`src/rtl/mem_port_arbiter.sv`:
```
// mem_port_arbiter
// Shares the single unified memory port between instruction fetch and the
// data (load/store) stage. Only one transaction is in flight at a time. The
// block drives the memory-side request, steers the response back to the
// stage that owns it and produces MEM_STALL for the pipeline.
//
// Ports
//   CLK, RESET            clock (rising edge), asynchronous active-high reset
//   IF_REQ/IF_ADDR        fetch read request, held until IF_GNT
//   IF_FLUSH              redirect: drop any in-flight fetch response
//   IF_GNT                fetch accepted this cycle (combinational, IDLE only)
//   IF_RVALID/IF_RDATA    one-cycle fetch response, 32-bit instruction word
//   MEM_REQ/WE/SIZE/ADDR/WDATA  data request, held until MEM_RVALID
//   MEM_GNT               data request accepted this cycle (combinational)
//   MEM_RVALID/MEM_RDATA  one-cycle load data / store done, raw 64-bit word
//   MEM_STALL             MEM_REQ & ~MEM_RVALID (combinational)
//   M_REQ/M_WE/M_SIZE/M_ADDR/M_WDATA  memory request, held until M_ACK
//   M_ACK/M_RDATA         memory completion, read data valid with M_ACK
//
// Build option
//   MEM_ARB_STARVE_GUARD_EN  when defined, a fetch that has watched
//                            STARVE_LIMIT consecutive data grants wins the
//                            next arbitration. Undefined: strict data priority.

module mem_port_arbiter #(
  parameter int unsigned ADDR_W       = 64,
  parameter int unsigned DATA_W       = 64,
  parameter int unsigned STARVE_LIMIT = 4
) (
  input  logic              CLK,
  input  logic              RESET,
  // fetch side
  input  logic              IF_REQ,
  input  logic [ADDR_W-1:0] IF_ADDR,
  input  logic              IF_FLUSH,
  output logic              IF_GNT,
  output logic              IF_RVALID,
  output logic [31:0]       IF_RDATA,
  // data side
  input  logic              MEM_REQ,
  input  logic              MEM_WE,
  input  logic [1:0]        MEM_SIZE,
  input  logic [ADDR_W-1:0] MEM_ADDR,
  input  logic [DATA_W-1:0] MEM_WDATA,
  output logic              MEM_GNT,
  output logic              MEM_RVALID,
  output logic [DATA_W-1:0] MEM_RDATA,
  output logic              MEM_STALL,
  // memory side
  output logic              M_REQ,
  output logic              M_WE,
  output logic [1:0]        M_SIZE,
  output logic [ADDR_W-1:0] M_ADDR,
  output logic [DATA_W-1:0] M_WDATA,
  input  logic              M_ACK,
  input  logic [DATA_W-1:0] M_RDATA
);

  localparam int unsigned SIZE_W = 2;
  localparam int unsigned HALF_W = 32;
  localparam logic [SIZE_W-1:0] FETCH_SIZE = SIZE_W'(2);

  typedef enum logic [1:0] {
    ST_IDLE   = 2'd0,
    ST_BUSY_I = 2'd1,
    ST_BUSY_D = 2'd2,
    ST_RESP   = 2'd3
  } state_e;

  state_e              state_q,    state_d;
  logic                own_data_q, own_data_d;
  logic                flush_q,    flush_d;
  logic                addr2_q,    addr2_d;
  logic [DATA_W-1:0]   rdata_q,    rdata_d;
  logic                m_we_q,     m_we_d;
  logic [SIZE_W-1:0]   m_size_q,   m_size_d;
  logic [ADDR_W-1:0]   m_addr_q,   m_addr_d;
  logic [DATA_W-1:0]   m_wdata_q,  m_wdata_d;

  logic if_gnt_c;
  logic mem_gnt_c;
  logic if_rvalid_c;
  logic mem_rvalid_c;
  logic fetch_force_c;

`ifdef MEM_ARB_STARVE_GUARD_EN
  localparam int unsigned CNT_W = 3;
  localparam logic [CNT_W-1:0] STARVE_LIM = CNT_W'(STARVE_LIMIT);
  localparam logic [CNT_W-1:0] CNT_MAX    = {CNT_W{1'b1}};

  logic [CNT_W-1:0] starve_cnt_q, starve_cnt_d;

  // Fetch has watched enough back-to-back data grants: let it go first.
  assign fetch_force_c = (starve_cnt_q == STARVE_LIM) & IF_REQ & MEM_REQ;

  // Count data grants a waiting fetch has lost; any gap in IF_REQ restarts it.
  always_comb begin
    starve_cnt_d = starve_cnt_q;
    if (!IF_REQ || if_gnt_c) begin
      starve_cnt_d = '0;
    end else if (mem_gnt_c && (starve_cnt_q != CNT_MAX)) begin
      starve_cnt_d = starve_cnt_q + CNT_W'(1);
    end
  end

  always_ff @(posedge CLK or posedge RESET) begin
    if (RESET) begin
      starve_cnt_q <= '0;
    end else begin
      starve_cnt_q <= starve_cnt_d;
    end
  end
`else
  // Strict data priority; the limit only matters with the guard built in.
  logic unused_starve_limit;
  assign unused_starve_limit = ^(32'(STARVE_LIMIT));
  assign fetch_force_c = 1'b0;
`endif

  // Arbitration, request latching and transaction sequencing.
  always_comb begin
    state_d      = state_q;
    own_data_d   = own_data_q;
    flush_d      = flush_q;
    addr2_d      = addr2_q;
    rdata_d      = rdata_q;
    m_we_d       = m_we_q;
    m_size_d     = m_size_q;
    m_addr_d     = m_addr_q;
    m_wdata_d    = m_wdata_q;
    if_gnt_c     = 1'b0;
    mem_gnt_c    = 1'b0;
    if_rvalid_c  = 1'b0;
    mem_rvalid_c = 1'b0;

    case (state_q)
      ST_IDLE: begin
        // Grants are suppressed while RESET is held so every output reads 0.
        if (!RESET) begin
          if (MEM_REQ && !fetch_force_c) begin
            mem_gnt_c  = 1'b1;
            own_data_d = 1'b1;
            m_we_d     = MEM_WE;
            m_size_d   = MEM_SIZE;
            m_addr_d   = MEM_ADDR;
            m_wdata_d  = MEM_WDATA;
            state_d    = ST_BUSY_D;
          end else if (IF_REQ) begin
            // A flush on the grant cycle belongs to the old stream, not this one.
            if_gnt_c   = 1'b1;
            own_data_d = 1'b0;
            flush_d    = 1'b0;
            addr2_d    = IF_ADDR[2];
            m_we_d     = 1'b0;
            m_size_d   = FETCH_SIZE;
            m_addr_d   = IF_ADDR;
            state_d    = ST_BUSY_I;
          end
        end
      end

      ST_BUSY_I: begin
        if (IF_FLUSH) begin
          flush_d = 1'b1;
        end
        if (M_ACK) begin
          rdata_d = M_RDATA;
          state_d = ST_RESP;
        end
      end

      ST_BUSY_D: begin
        if (M_ACK) begin
          rdata_d = M_RDATA;
          state_d = ST_RESP;
        end
      end

      ST_RESP: begin
        // A flush arriving in the response cycle itself still kills the pulse.
        if (own_data_q) begin
          mem_rvalid_c = 1'b1;
        end else begin
          if_rvalid_c = ~flush_q & ~IF_FLUSH;
        end
        state_d = ST_IDLE;
      end

      default: begin
        state_d = ST_IDLE;
      end
    endcase
  end

  always_ff @(posedge CLK or posedge RESET) begin
    if (RESET) begin
      state_q    <= ST_IDLE;
      own_data_q <= 1'b0;
      flush_q    <= 1'b0;
      addr2_q    <= 1'b0;
      rdata_q    <= '0;
      m_we_q     <= 1'b0;
      m_size_q   <= '0;
      m_addr_q   <= '0;
      m_wdata_q  <= '0;
    end else begin
      state_q    <= state_d;
      own_data_q <= own_data_d;
      flush_q    <= flush_d;
      addr2_q    <= addr2_d;
      rdata_q    <= rdata_d;
      m_we_q     <= m_we_d;
      m_size_q   <= m_size_d;
      m_addr_q   <= m_addr_d;
      m_wdata_q  <= m_wdata_d;
    end
  end

  assign IF_GNT     = if_gnt_c;
  assign MEM_GNT    = mem_gnt_c;
  assign IF_RVALID  = if_rvalid_c;
  assign MEM_RVALID = mem_rvalid_c;
  assign MEM_STALL  = MEM_REQ & ~mem_rvalid_c;

  // Fetch returns the 32-bit half of the memory word picked by address bit 2.
  assign IF_RDATA   = addr2_q ? rdata_q[HALF_W +: HALF_W] : rdata_q[0 +: HALF_W];
  assign MEM_RDATA  = rdata_q;

  assign M_REQ      = (state_q == ST_BUSY_I) | (state_q == ST_BUSY_D);
  assign M_WE       = m_we_q;
  assign M_SIZE     = m_size_q;
  assign M_ADDR     = m_addr_q;
  assign M_WDATA    = m_wdata_q;

endmodule
```
`config.mk`:
```
export PLATFORM = sky130hd
export DESIGN_NAME = mem_port_arbiter
export DESIGN_NICKNAME = d
export VERILOG_FILES = /design/src/rtl/mem_port_arbiter.sv
export SDC_FILE = /design/constraint.sdc
export NUM_CORES = 1
export LEC_CHECK = 0
export ABC_AREA = 1
export CAP_MARGIN = 20
export CELL_PAD_IN_SITES_DETAIL_PLACEMENT = 0
export CELL_PAD_IN_SITES_GLOBAL_PLACEMENT = 1
export CORE_MARGIN = 1
export CORE_UTILIZATION = 24
export CTS_CLUSTER_SIZE = 24
export DETAILED_ROUTE_END_ITERATION = 7
export GPL_TIMING_DRIVEN = 0
export PLACE_DENSITY_LB_ADDON = 0.1
export RECOVER_POWER = 100
export SETUP_SLACK_MARGIN = 0.5
export SYNTH_ARGS = -nofsm -noshare
export SYNTH_HDL_FRONTEND = slang
export SYNTH_SLANG_ARGS = --single-unit
```
`constraint.sdc`:
```
create_clock -name CLK -period 7.3 [get_ports CLK]
set_input_delay 2.19 -clock CLK [delete_from_list [all_inputs] [get_ports CLK]]
set_output_delay 2.19 -clock CLK [all_outputs]
set_load 0.02 [all_outputs]
```
Word-level counts from Yosys, hierarchy flattened --
Cells that the tools add are included.
Storage, ports and cells: input bits 265, logic and storage cells 64, bits in registers 200, output and inout port bits 233
Operators by class: bitwise gates (word level) 8, equal/unequal tests 9, reduce and logical (&&, ||, !) cells 10, multiplexer cells 28
Operators with widths (count):
- 64-bit 2-to-1 mux | 2
- 32-bit 2-to-1 mux | 1
- 1-bit 2-to-1 mux | 17
- 2-bit 2-to-1 mux | 6
- 3-bit AND reduction | 3
- 2-bit inequality test (second input constant) | 4
- 2-bit one-hot mux with 3 select lines | 1
- 1-bit inverter | 5
- 5-bit AND reduction | 1
- 2-bit == test (second input constant) | 2
- 4-bit AND reduction | 1
- 2-bit nonzero test | 2
- 3-bit inequality test (second input constant) | 1
- 1-bit bitwise AND | 2
- 2-bit by 1-bit == test with 1-bit output (second input constant) | 1
- 2-bit logical NOT | 1
- 2-bit by 1-bit inequality test with 1-bit output (second input constant) | 1
- 1-bit one-hot mux with 2 select lines | 1
- 2-bit AND reduction | 1
- 2-bit OR reduction | 1
- 1-bit bitwise OR | 1

Longest topological paths before layout --
Gate-level depths: netlist of run 1.
depth after elaboration 4, mapped depth 10, depth with buffers taken out 8

Least setup slack after synthesis of run 1 --
Ideal clock, no wire load.
path type input port to output port, from input port RESET, to output port IF_GNT, setup slack -0.058 ns, required time 5.110 ns, buffers on the path 0, stages on the path 3, arrival 5.168 ns, path through inv_2 > nand3_2 > nor2_1
On the way: word-level cells in the longest chain between the ends 2
RTL lines:
- from (decl) | line 31 | input logic RESET,
- 1-bit 2-to-1 mux | line 139 | if (!RESET) begin
- 1-bit 2-to-1 mux | line 136 | case (state_q)
- to (decl) | line 36 | output logic IF_GNT,
No other way between the ends.

Worst setup path after layout of run 1 --
from input port RESET, to output port MEM_GNT
On the way: word-level cells in the longest chain between the ends 2
RTL lines:
- 1-bit 2-to-1 mux | line 139
- 1-bit 2-to-1 mux | line 136
- to (decl) | line 45 | output logic MEM_GNT,
No other way between the ends.

==> results list, run 1 <==
- Status: complete, but fails checks
* Violations in the final reports: max-capacitance violations, max-slew violations
- Setup repair after global routing left no endpoint under its margin.
* Buffers inserted by post-CTS timing repair: 0
* Worst clock skew on the final layout: 0.007173 ns
- The H-tree was split into 4 levels.
- Number of cells produced by synthesis: 1164
* Leading post-synthesis cells by cell area: sky130_fd_sc_hd__dfrtp_1, sky130_fd_sc_hd__nand2_1, sky130_fd_sc_hd__o21ai_0, sky130_fd_sc_hd__nand3_1, sky130_fd_sc_hd__a21oi_1
- Synthesis produced a netlist with a net count of 1433.
- For the worst setup path, the data required time is 5.11 ns.
* Fin crit share: 89.21%
- Count of final max-slew check failures: 112
- Iter 0 DRT Violations: 344
- Leakage power total: 7.593 nW
- The worst setup path is captured at an output pin.
- In this run, post-CTS hold repair placed 0 buffers.
* Mean number of vias per cell: 4.171
- Floorplan die area: 0.03808 mm^2
- Tot GR Track Use: 19.30%
- Clock latency reported for the late side of the worst-skew pair: 0.44 ns
- On the critical path, the stage with the largest delay is an instance of sky130_fd_sc_hd__dlygate4sd3_1.
- Total wire length after detailed routing: 36.59 mm
- The number of clock buffers added by TritonCTS is 17.
- The count of buffers added on input and output ports is 495.
- After routing the design area is 0.01509 mm^2.
- Data on the critical path arrives at its endpoint at 4.32 ns.
- Synthesis Warnings: 0
- Of the cells placed in the final design, the portion with a size suffix greater than 1 is 3.774%.
* Pwr dens: 414.2 mW/mm^2
* Maximum number of pins on one net before global-route repair: 74
* Placed Cells: 2128
- On the worst path, the slowest cell contributes a delay of 0.70 ns.
* Total Power Consumption: 6.252 mW
- Maximum Capacitance Violations: 2
- Number of distinct library cells after synthesis: 19
* Maximum net fanout on the critical path: 37
- The average instance in the mapped netlist occupies 7.691 um^2.
* Clock buffer depth: 2
* CTS root buf: sky130_fd_sc_hd__clkbuf_16
* Area added between synthesis and finish: 68.61%
- I/O Pins: 498
* Critical path type: input port to output pin
- Summed over its instances, the top area cell type makes up 55.90% of the synthesized netlist area.
- Post-place instance area: 0.01453 mm^2
- At the pin with the least slew margin, the transition time is 3.604 ns.
- Traced cell by cell, the critical path runs through clkbuf_1 -> bufinv_16 -> buf_16 -> nand3_1 -> inv_2 -> buf_2 -> dlygate4sd3_1.
* Placed wire-length estimate: 28.27 mm
- For this run, the top clock speed supported by timing is 153.6 MHz.
- Post-layout nets: 1952
- The detail route stage leaves a number of antenna-violating nets equal to 0.
- Library cell with the largest summed area after synthesis: sky130_fd_sc_hd__dfrtp_1
- After layout, the minimum clock period comes to 6.513 ns.
- Crit start category: input port
* Fin cells: 2166
- Core region area: 0.03670 mm^2
- DR vias: 9034
- In this run the worst hold path is classified as flip-flop to flip-flop.
- Number of antenna violations at the first check in global routing: 4
- The die is 195.1 um tall.
- Mapped cell area: 0.008952 mm^2
- Number of remaining DRC errors: 0
* Peak supply drop: 0.1316 mV
* Placer congestion estimate: 0.7826
- Largest delay share family, worst path: buffers and inverters
- Relative max-transition margin: -140.3%
- Of the synthesized area, sequential elements account for 55.90%.
- Initial core utilization: 24.39%
* Final setup violation count: 0
* Number of detailed-routing iterations run before antenna repair: 4
- The number of hold violations in the final report came to 0.
- The tree built by TritonCTS fans out to 200 sinks.
- The first global-routing pass estimated 55.21 mm of wire.
- The number of buffers and inverters on the critical path is 6.
* Via count of the first global-routing pass: 9002
- In this run the core area contains 70 standard-cell rows.
* Overall die width: 195.1 um
- TritonCTS built the clock tree.
- Clock-pin slew was measured on the worst setup and hold paths at 0.07 ns.
* Routed WL per cell: 16.89 um
* Aggregate global routing overflow: 0
- After synthesis the netlist holds a flip-flop and latch count of 200.
==> Yosys cell counts <==
cell and number:
sky130_fd_sc_hd__a21oi_1 32, sky130_fd_sc_hd__buf_1 1, sky130_fd_sc_hd__buf_2 25, sky130_fd_sc_hd__buf_4 18
sky130_fd_sc_hd__buf_6 5, sky130_fd_sc_hd__clkbuf_1 20, sky130_fd_sc_hd__dfrtp_1 200, sky130_fd_sc_hd__ha_1 4
sky130_fd_sc_hd__inv_1 42, sky130_fd_sc_hd__inv_2 3, sky130_fd_sc_hd__nand2_1 695, sky130_fd_sc_hd__nand2_2 1
sky130_fd_sc_hd__nand3_1 35, sky130_fd_sc_hd__nand3_2 1, sky130_fd_sc_hd__nand3_4 1, sky130_fd_sc_hd__nand4_1 1
sky130_fd_sc_hd__nor2_1 42, sky130_fd_sc_hd__nor4_1 1, sky130_fd_sc_hd__o21ai_0 37
==> sequential cells by signal, summed over array words and instances, names as in the netlist <==
name        flops
MEM_RDATA      64
M_ADDR         64
M_WDATA        64
M_SIZE          2
state_q         2
M_WE            1
addr2_q         1
flush_q         1
own_data_q      1
==> cells in the final DEF, fill, tap and decap left out, types with 13 or more instances in the layout <==
cell	instances
sky130_fd_sc_hd__o21ai_0	37
sky130_fd_sc_hd__a21oi_1	32
sky130_fd_sc_hd__nand2_1	696
sky130_fd_sc_hd__inv_1	43
sky130_fd_sc_hd__clkbuf_16	17
sky130_fd_sc_hd__nand3_1	36
sky130_fd_sc_hd__nor2_1	42
sky130_fd_sc_hd__buf_2	13
sky130_fd_sc_hd__dfrtp_1	200
sky130_fd_sc_hd__buf_4	15
sky130_fd_sc_hd__clkbuf_1	44
sky130_fd_sc_hd__dlygate4sd3_1	234
sky130_fd_sc_hd__clkdlybuf4s50_1	260
==> final timing paths <==
path                       startpoint     endpoint  slack, ns  depth (start not counted)
max in group asynchronous       RESET   M_ADDR[33]       1.54                          3
min reg2reg                M_ADDR[62]   M_ADDR[62]       0.46                          2
min in group asynchronous       RESET  M_WDATA[40]       1.93                          2
max                             RESET      MEM_GNT       0.79                          7
min                        M_ADDR[62]   M_ADDR[62]       0.46                          2
max reg2reg                state_q[0]   M_ADDR[13]       4.82                         10
==> per-layer routing <==
metal,track usage [%],up-vias,part of all wire [%]
li1,-,4577,-
met1,22.17,4122,40
met2,33.84,302,51
met3,6.649,29,7.9
met4,5.337,4,1.5
met5,0,-,0.074
==> cell families after synthesis <==
kind of cell | synth area share, %
AND/OR/NAND/NOR | 33.38
flip-flops | 55.90
buffers and inverters | 6.303
AO/OA/AOI/OAI | 3.857
adder cells (fa/ha/maj) | 0.5591
==> report_power, final <==
part / internal, mW / switching, mW / total (mW)
registers: 1.63 / 0.283 / 1.91
clock network: 0.545 / 0.455 / 0.999
logic: 1.33 / 2.01 / 3.35
total: 3.50 / 2.75 / 6.25
==> metrics by stage <==
step	TNS [ns]	setup WS (ns)	hold WS (ns)	utilization, %
after CTS	0	0.5091	0.4755	41.43
after global routing	0	0.5515	0.4866	41.13
final	0	0.7875	0.4636	41.13
after floorplan	0	0.9383	0.4425	-
after global placement	-2.301	-1.262	0.4526	39.50
after detailed placement	-0.004673	-0.004673	0.4571	39.60
==> tightest hold or removal path, stage by stage, from the launching register on <==
cell	delay [ns]
sky130_fd_sc_hd__dfrtp_1	0.34
sky130_fd_sc_hd__nand2_1	0.05
sky130_fd_sc_hd__nand2_1	0.04
==> what timing repair did <==
item                       4_1_cts  5_1_grt
cloned                           2        2
resized for setup                0        2
setup endpoints to repair        2        1
==> layout make-up <==
cell class,instances,area (um^2)
Clock buffer,19,432.9
Timing Repair inverter,2,10.01
Inverter,45,195.2
Clock inverter,13,171.4
Timing Repair Buffer,498,4990
Antenna cell,2,5.005
Buffer,69,331.6
Fill cell,3830,21600
Tap cell,468,585.6
Sequential cell,200,5005
Multi-Input combinational cell,850,3368
(Power assumes the default switching activity.)
==> run 2: changes to the inputs <==
--- a/config.mk
+++ b/config.mk
@@ -5,14 +5,14 @@
 export SDC_FILE = /design/constraint.sdc
 export NUM_CORES = 1
 export LEC_CHECK = 0
-export ABC_AREA = 1
 export CAP_MARGIN = 20
 export CELL_PAD_IN_SITES_DETAIL_PLACEMENT = 0
 export CELL_PAD_IN_SITES_GLOBAL_PLACEMENT = 1
-export CORE_MARGIN = 1
-export CORE_UTILIZATION = 24
+export CORE_AREA = 3 3 190 192
+export CTS_CLUSTER_DIAMETER = 100
 export CTS_CLUSTER_SIZE = 24
 export DETAILED_ROUTE_END_ITERATION = 7
+export DIE_AREA = 0 0 193 195
 export GPL_TIMING_DRIVEN = 0
 export PLACE_DENSITY_LB_ADDON = 0.1
 export RECOVER_POWER = 100
==> results list, run 2 <==
* Achievable clock frequency: 146.9 MHz (-4.3%)
- Setup repair after global routing missed its margin: no
- Mean number of vias per cell: 4.240 (+1.7%)
- The fraction of the mapped netlist area in compound gates came to 1.310% (-2.5 points).
- The number of pins with negative max-slew slack in the final report was 75 (-33%).
* Buffers inserted by post-CTS timing repair: 0 (unchanged)
- The global placer's final weighted congestion was 0.7374 (-5.8%).
- The count of non-filler cells in the finished layout is 1554 (-28%).
* Mapped cell area: 0.008788 mm^2 (-1.8%)
- Adder and majority gate portion of the synthesized area: 0.5695% (+0.010 points)
- Routed Antenna Nets: 0 (unchanged)
* Total wire length after detailed routing: 31.53 mm (-14%)
- The average cell area after synthesis was 15.61 um^2 (+100%).
* Routed WL per cell: 20.29 um (+20%)
* I/O Pins: 498 (unchanged)
- The xor/xnor cell area share of the yosys netlist came to 0% (unchanged).
- Clock buffer depth: 2 (unchanged)
- The number of synthesized flops with an enable pin was 0 (unchanged).
- The multiplexer area fraction after synthesis is 37.24% (+37 points).
* Class of the tightest hold or removal check: flip-flop to flip-flop
- The required time reported for the critical path endpoint came to 5.11 ns (about the same).
- The transition time of the tightest slew-check pin is 2.164 ns (-1.440 ns).
- Critical path type: input port to output pin
- Post-layout min period: 6.808 ns (+0.2954 ns)
- Maximum number of pins on one net before global-route repair: 39 (-47%)
* Number of antenna violations at the first check in global routing: 3 (-1)
* Fin crit share: 93.26% (+4.0 points)
- Violations in the final reports: max-capacitance violations, max-slew violations
* Fraction of layout instances using a drive strength above 1: 29.17% (+25 points)
- Commonest non-fill, non-tap cell in the layout: sky130_fd_sc_hd__mux2_2
* Initial core utilization: 25.44% (+1.0 points)
- Peak supply drop: 0.3033 mV (+130%)
* Number of port buffers: 497 (+0.40%)
- The power density normalized to cell area came to 437.0 mW/mm^2 (+5.5%).
- Placed Cells: 1520 (-29%)
* Number of detailed-routing iterations run before antenna repair: 4 (unchanged)
- Maximum Capacitance Violations: 2 (unchanged)
* Leading post-synthesis cells by cell area: sky130_fd_sc_hd__dfrtp_1, sky130_fd_sc_hd__mux2_2, sky130_fd_sc_hd__buf_6, sky130_fd_sc_hd__mux2_4, sky130_fd_sc_hd__buf_2
- Most repeated cell in the gate-level netlist after synthesis: sky130_fd_sc_hd__mux2_2
* Highest-count cells in the layout ignoring fill and taps: sky130_fd_sc_hd__mux2_2, sky130_fd_sc_hd__clkdlybuf4s50_1, sky130_fd_sc_hd__dlygate4sd3_1, sky130_fd_sc_hd__dfrtp_1, sky130_fd_sc_hd__clkbuf_1
* Simple-gate area share of the yosys netlist: 1.167% (-32 points)
- Total area of multi-input combinational cells: 0.003516 mm^2 (+4.4%)
* Fin. Hold Viols: 0 (unchanged)
- The post-route DRC violation count was 0 (unchanged).
* Overall die width: 193 um (-1.1%)
- The summed negative setup slack over all endpoints was 0 ns (unchanged).
* Num Clock Sinks: 200 (unchanged)
* Cell Rows: 68 (-2.9%)
- The total grt overflow was 0 (unchanged).
* Core region area: 0.03454 mm^2 (-5.9%)
* Top flip-flop cell by instance count after synthesis: sky130_fd_sc_hd__dfrtp_1
- Worst Hold Launch: M_WDATA[49]
- The total via count in the routed design is 6589 (-27%).
- Clock tree from TritonCTS: yes
- The count of final setup violators was 0 (unchanged).
- Library cell with the largest summed area after synthesis: sky130_fd_sc_hd__dfrtp_1
- The worst setup path is launched from an input port.
- Status: complete, but fails checks
- Async set-reset flop share out of synthesis: 100.0% (unchanged)
* Clock H-tree levels: 4 (unchanged)
* Synthesis Warnings: 0 (unchanged)
- Worst clock skew on the final layout: 0.009317 ns (+0.002144 ns)
- The combined flip-flop and latch cell area was 0.005005 mm^2 (unchanged).
* Number of distinct library cells after synthesis: 33 (+14)
* Area added between synthesis and finish: 69.23%
* Relative max-transition margin: -44.25% (+96 points)
- The post-synthesis net count was 832 (-42%).
- CTS root buf: sky130_fd_sc_hd__clkbuf_16
- The die height was 195 um (about the same).
- Leakage power total: 6.070 nW (-20%)
- After synthesis, the largest family of logic cells by area is multiplexers.
- The first-pass GRT wire length came to 45.71 mm (-17%).
* Number of buffers created by CTS: 17 (unchanged)
- The overall die area was 0.03764 mm^2 (-1.2%).
* Clock latency reported for the late side of the worst-skew pair: 0.45 ns (about the same)
- In the synthesized netlist, the cells that appear most often are sky130_fd_sc_hd__mux2_2, sky130_fd_sc_hd__dfrtp_1, sky130_fd_sc_hd__buf_2.
- The minimum hold slack is 0.4889 ns (+0.02532 ns).
* Nature of the critical path endpoint: output pin
* Clock slew at reported path FFs: 0.08 ns (about the same)
* Synth top area share: 56.95% (+1.0 points)
- The total number of nets in the final design came to 1353 (-31%).
* Maximum net fanout on the critical path: 10 (-73%)
* Total of cells resized after clock tree synthesis: 0 (unchanged)
- Portion of the post-synthesis area used by sequential elements: 56.95% (+1.0 points)
* Tot GR Track Use: 16.33% (-3.0 points)
- Via count of the first global-routing pass: 7153 (-21%)
- Arrival time at the worst endpoint: 4.62 ns (+0.30 ns)
* Number of cells produced by synthesis: 563 (-52%)
- Worst setup path startpoint: MEM_REQ
* Hold-fix buffer count after cts: 0 (unchanged)
* Placed wire-length estimate: 25.25 mm (-11%)
- Flops & latches, synth: 200 (unchanged)
- The startpoint identified for the worst register-to-register timing path is state_q[0].
- The detailed router's first-iteration violation count came to 129 (-63%).
* Filler cell count in the final layout: 3305 (-14%)
## run 2: changes by cell type after synthesis, sizes merged, moves of 19 or more
cell | before | now
nand2 | 696 | 3
mux2 | 0 | 289
inv | 45 | 5
nor2 | 42 | 2
nand3 | 37 | 0
o21ai | 37 | 3
a21oi | 32 | 1
buf | 49 | 30
## run 2: worst max-delay path: stages
cell                              delay, ns
sky130_fd_sc_hd__clkdlybuf4s50_1       0.47
sky130_fd_sc_hd__clkbuf_1              0.52
sky130_fd_sc_hd__clkbuf_1              0.57
sky130_fd_sc_hd__nor2b_1               0.21
sky130_fd_sc_hd__clkdlybuf4s50_1       0.65
## run 2: metal layers
| metal | part of all wire [%] | up-vias | GRT usage, % |
|---|---|---|---|
| li1 | - | 3076 | - |
| met1 | 36 | 3189 | 17.60 |
| met2 | 50 | 294 | 28.55 |
| met3 | 12 | 28 | 7.684 |
| met4 | 1.3 | 2 | 4.634 |
| met5 | 0.029 | - | 0 |
## run 2: where the power goes
group	switching (mW)	total (mW)	internal, mW	leakage [nW]
Clock	0.467	0.980	0.513	0.282
Combinational	1.78	3.54	1.77	3.41
Sequential	0.298	1.98	1.68	2.38
## run 2: area by class of cell
| type | count | area share, % |
|---|---|---|
| repair buffers | 502 | 33.70 |
| flip-flops and latches | 200 | 33.65 |
| multi-input cells | 325 | 23.64 |
| well taps | 455 | 3.828 |
| clock buffers | 17 | 2.860 |
| clock inverters | 15 | 1.136 |
| plain buffers | 33 | 1.018 |
| inverters | 5 | 0.1346 |
| diodes | 2 | 0.03365 |
## run 2: cells by family (layout without fill, tap and decap cells)
family / count (synthesis) / count (layout)
and+or+nand+nor: 16 / 16
muxes: 289 / 289
adders and majority gates: 4 / 4
AOI/OAI and AO/OA: 16 / 16
other: 0 / 2
buffers and inverters: 38 / 572
DFF: 200 / 200
## run 2: worst paths after layout
| check | endpoint | cells past startpoint | slack [ns] |
|---|---|---|---|
| worst max-delay path | MEM_STALL | 5 | 0.49 |
| worst min-delay path | M_WDATA[49] | 1 | 0.49 |
| worst max register to register | M_ADDR[1] | 7 | 4.30 |
| worst min register to register | M_WDATA[49] | 1 | 0.49 |
| max in group asynchronous | M_ADDR[61] | 4 | 1.47 |
| min in group asynchronous | state_q[1] | 2 | 2.60 |
## run 2: stage by stage
stage               utilization (%)  cell area [um^2]  power [mW]  setup slack [ns]
floorplan                         -              8792       3.963             2.112
global placement              41.50             14340       5.912            0.3050
detailed placement            41.79             14440       5.925            0.6594
CTS                           43.51             15030       6.943            0.6541
global route                  43.06             14870       6.894            0.3151
finish                        43.06             14870       6.500            0.4920
==> run 3: changes to the inputs <==
==> constraint.sdc (replaced) <==
create_clock -name CLK -period 7.3 [get_ports CLK]
set_input_delay 1.095 -clock CLK [delete_from_list [all_inputs] [get_ports CLK]]
set_output_delay 1.095 -clock CLK [all_outputs]
set_load 0.02 [all_outputs]
==> results list, run 3 (synthesis results as in run 2) <==
- The run finished, with violations left.
- The final reports fail on max-capacitance violations, max-slew violations.
* Fraction of layout instances using a drive strength above 1: 29.25% (+0.080 points)
- The worst setup path is captured at an output pin.
- Clock latency reported for the late side of the worst-skew pair: 0.45 ns (about the same)
- Routed Antenna Nets: 0 (unchanged)
- The final period utilization came to 73.35% (-20 points).
- Number of detailed-routing iterations run before antenna repair: 4 (unchanged)
- Num Clock Sinks: 200 (unchanged)
- CTS placed an instance of sky130_fd_sc_hd__clkbuf_16 at the clock tree root.
- Final worst slack: 1.945 ns (+1.453 ns)
- Total wire length after detailed routing: 30.72 mm (-2.6%)
* Maximum net fanout on the critical path: 10 (unchanged)
- Hold-fix buffer count after cts: 0 (unchanged)
* Highest cell delay on the worst timing path: 0.77 ns (+0.12 ns)
- The deepest clock path buffer count came to 2 (unchanged).
- Cell with the biggest individual delay on the critical path: sky130_fd_sc_hd__dlygate4sd3_1
- The data arrival time of the critical path is 4.26 ns (-0.36 ns).
- Achievable clock frequency: 186.8 MHz (+27%)
* Cell Rows: 68 (unchanged)
* Maximum number of pins on one net before global-route repair: 78 (+100%)
- Critical path type: input port to output pin
* Cell seen most often among critical-path stages: sky130_fd_sc_hd__clkbuf_1
* Number of remaining DRC errors: 0 (unchanged)
- Tot GR Track Use: 16.12% (-0.21 points)
- The required time reported for the critical path endpoint was 6.20 ns (+1.09 ns).
- The total grt overflow was 0 (unchanged).
- TritonCTS built the clock tree.
- The final critical-path required period was 5.355 ns (-1.453 ns).
- The worst setup path is launched from an input port.
- Worst clock skew on the final layout: 0.008975 ns (-0.0003415 ns)
- Number of buffers created by CTS: 17 (unchanged)
* Relative max-transition margin: -57.54% (-13 points)
- Placed wire-length estimate: 24.27 mm (-3.9%)
* Peak supply drop: 0.2207 mV (-27%)
* Mean number of vias per cell: 4.219 (-0.50%)
* Leakage power total: 6.077 nW (+0.12%)
- Highest-count cells in the layout ignoring fill and taps: sky130_fd_sc_hd__mux2_2, sky130_fd_sc_hd__clkdlybuf4s50_1, sky130_fd_sc_hd__dlygate4sd3_1, sky130_fd_sc_hd__dfrtp_1, sky130_fd_sc_hd__clkbuf_1
- Leaving out fill and tap cells, the most frequent cell in the layout is sky130_fd_sc_hd__mux2_2.
* Transition time at the pin with the least slew margin: 2.350 ns (+0.1864 ns)
* I/O Pins: 498 (unchanged)
- The post-cts resize count came to 0 (unchanged).
- Fin. Hold Viols: 0 (unchanged)
- Initial core utilization: 25.44% (unchanged)
- The number of antenna violations at the first check in global routing is 4 (+1).
* Floorplan die area: 0.03764 mm^2 (unchanged)
- Final setup violation count: 0 (unchanged)
- The number of post-CTS setup repair buffers is 0 (unchanged).
- Worst Hold Margin: 0.4849 ns (-0.003983 ns)
- The first-pass GRT wire length came to 45.00 mm (-1.5%).
- The die height is 195 um (unchanged).
- The layout overhead on the synthesized area is 69.26% (about the same).
* Setup repair after global routing missed its margin: no
- The total number of nets in the final design was 1350 (-0.22%).
- The placement-stage cell area came to 0.01440 mm^2 (-0.29%).
- Iter 0 DRT Violations: 127 (-1.6%)
- The worst slack at placement was 2.829 ns (+2.170 ns).
- The clock slew at the register clock pins of the worst setup and hold paths is 0.08 ns (about the same).
* Core region area: 0.03454 mm^2 (unchanged)
- The total via count in the routed design came to 6539 (-0.76%).
* Critical-path cell list: dlygate4sd3_1 -> nor2b_1 -> and2_0 -> clkbuf_1 -> clkbuf_1 -> clkbuf_1 -> dlygate4sd3_1
* Count of final max-slew check failures: 127 (+69%)
- Pwr dens: 435.3 mW/mm^2 (-0.38%)
- The number of global-route vias before repair came to 7227 (+1.0%).
* Clock H-tree levels: 4 (unchanged)
- Placer congestion estimate: 0.7324 (-0.68%)
- The reported max-cap violation count is 2 (unchanged).
- The total of buffers placed on input and output ports came to 497 (unchanged).
* Class of the tightest hold or removal check: flip-flop to flip-flop
- The post-route cell area came to 0.01488 mm^2 (about the same).
- Routed WL per cell: 19.82 um (-2.3%)
- The floorplan die width was 193 um (unchanged).
## run 3: cell count changes in the layout (fill, tap and decap cells not counted), moves of 3 or more
cell                              previous run  this run
sky130_fd_sc_hd__inv_6                       3         0
sky130_fd_sc_hd__buf_6                       2         5
sky130_fd_sc_hd__clkdlybuf4s50_1           265       262
sky130_fd_sc_hd__buf_1                       4         0
sky130_fd_sc_hd__dlygate4sd3_1             232       235
## run 3: layer usage
layer / global-route usage, % / up-vias / wire length [um]
met1: 16.97 / 3180 / 10970
li1: - / 3068 / -
met4: 4.581 / 6 / 436
met3: 6.104 / 28 / 2917
met2: 29.73 / 257 / 16370
met5: 0 / - / 35
## run 3: per-stage QoR
step                util [%]  TNS [ns]  total power [mW]  std cells
floorplan                  -         0             3.963        563
global placement       41.49   -606.83             5.891       1515
detailed placement     41.67         0             5.900       1517
CTS                    43.39         0             6.918       1549
global route           43.06         0             6.856       1550
finish                 43.06         0             6.476       1550
## run 3: final cells by class
cell class	count	area [um^2]
Fill cell	3304	19670
Timing Repair Buffer	499	5007
Sequential cell	200	5005
Multi-Input combinational cell	325	3512
Tap cell	455	569.3
Clock buffer	20	446.7
Buffer	33	166.4
Clock inverter	12	146.4
Inverter	5	20.02
Antenna cell	1	2.502
## run 3: worst paths after layout
kind	startpoint	endpoint	slack, ns	cells past startpoint
max reg2reg	state_q[1]	M_WDATA[52]	4.20	8
min reg2reg	M_WDATA[48]	M_WDATA[48]	0.48	1
max	RESET	MEM_GNT	1.95	7
min in group asynchronous	RESET	state_q[0]	1.82	2
min	M_WDATA[48]	M_WDATA[48]	0.48	1
max in group asynchronous	RESET	M_ADDR[14]	2.68	4
## run 3: critical path, delay by kind of cell
family / cells / cell delay, ns
buffers and inverters: 5 / 2.66
and+or+nand+nor: 2 / 0.50
## run 3: power breakdown
group	internal [mW]	total (mW)	leakage [nW]	switching, mW
registers	1.68	1.97	2.38	0.292
clock network	0.520	0.976	0.279	0.456
logic	1.77	3.53	3.42	1.76
total	3.97	6.48	6.08	2.51
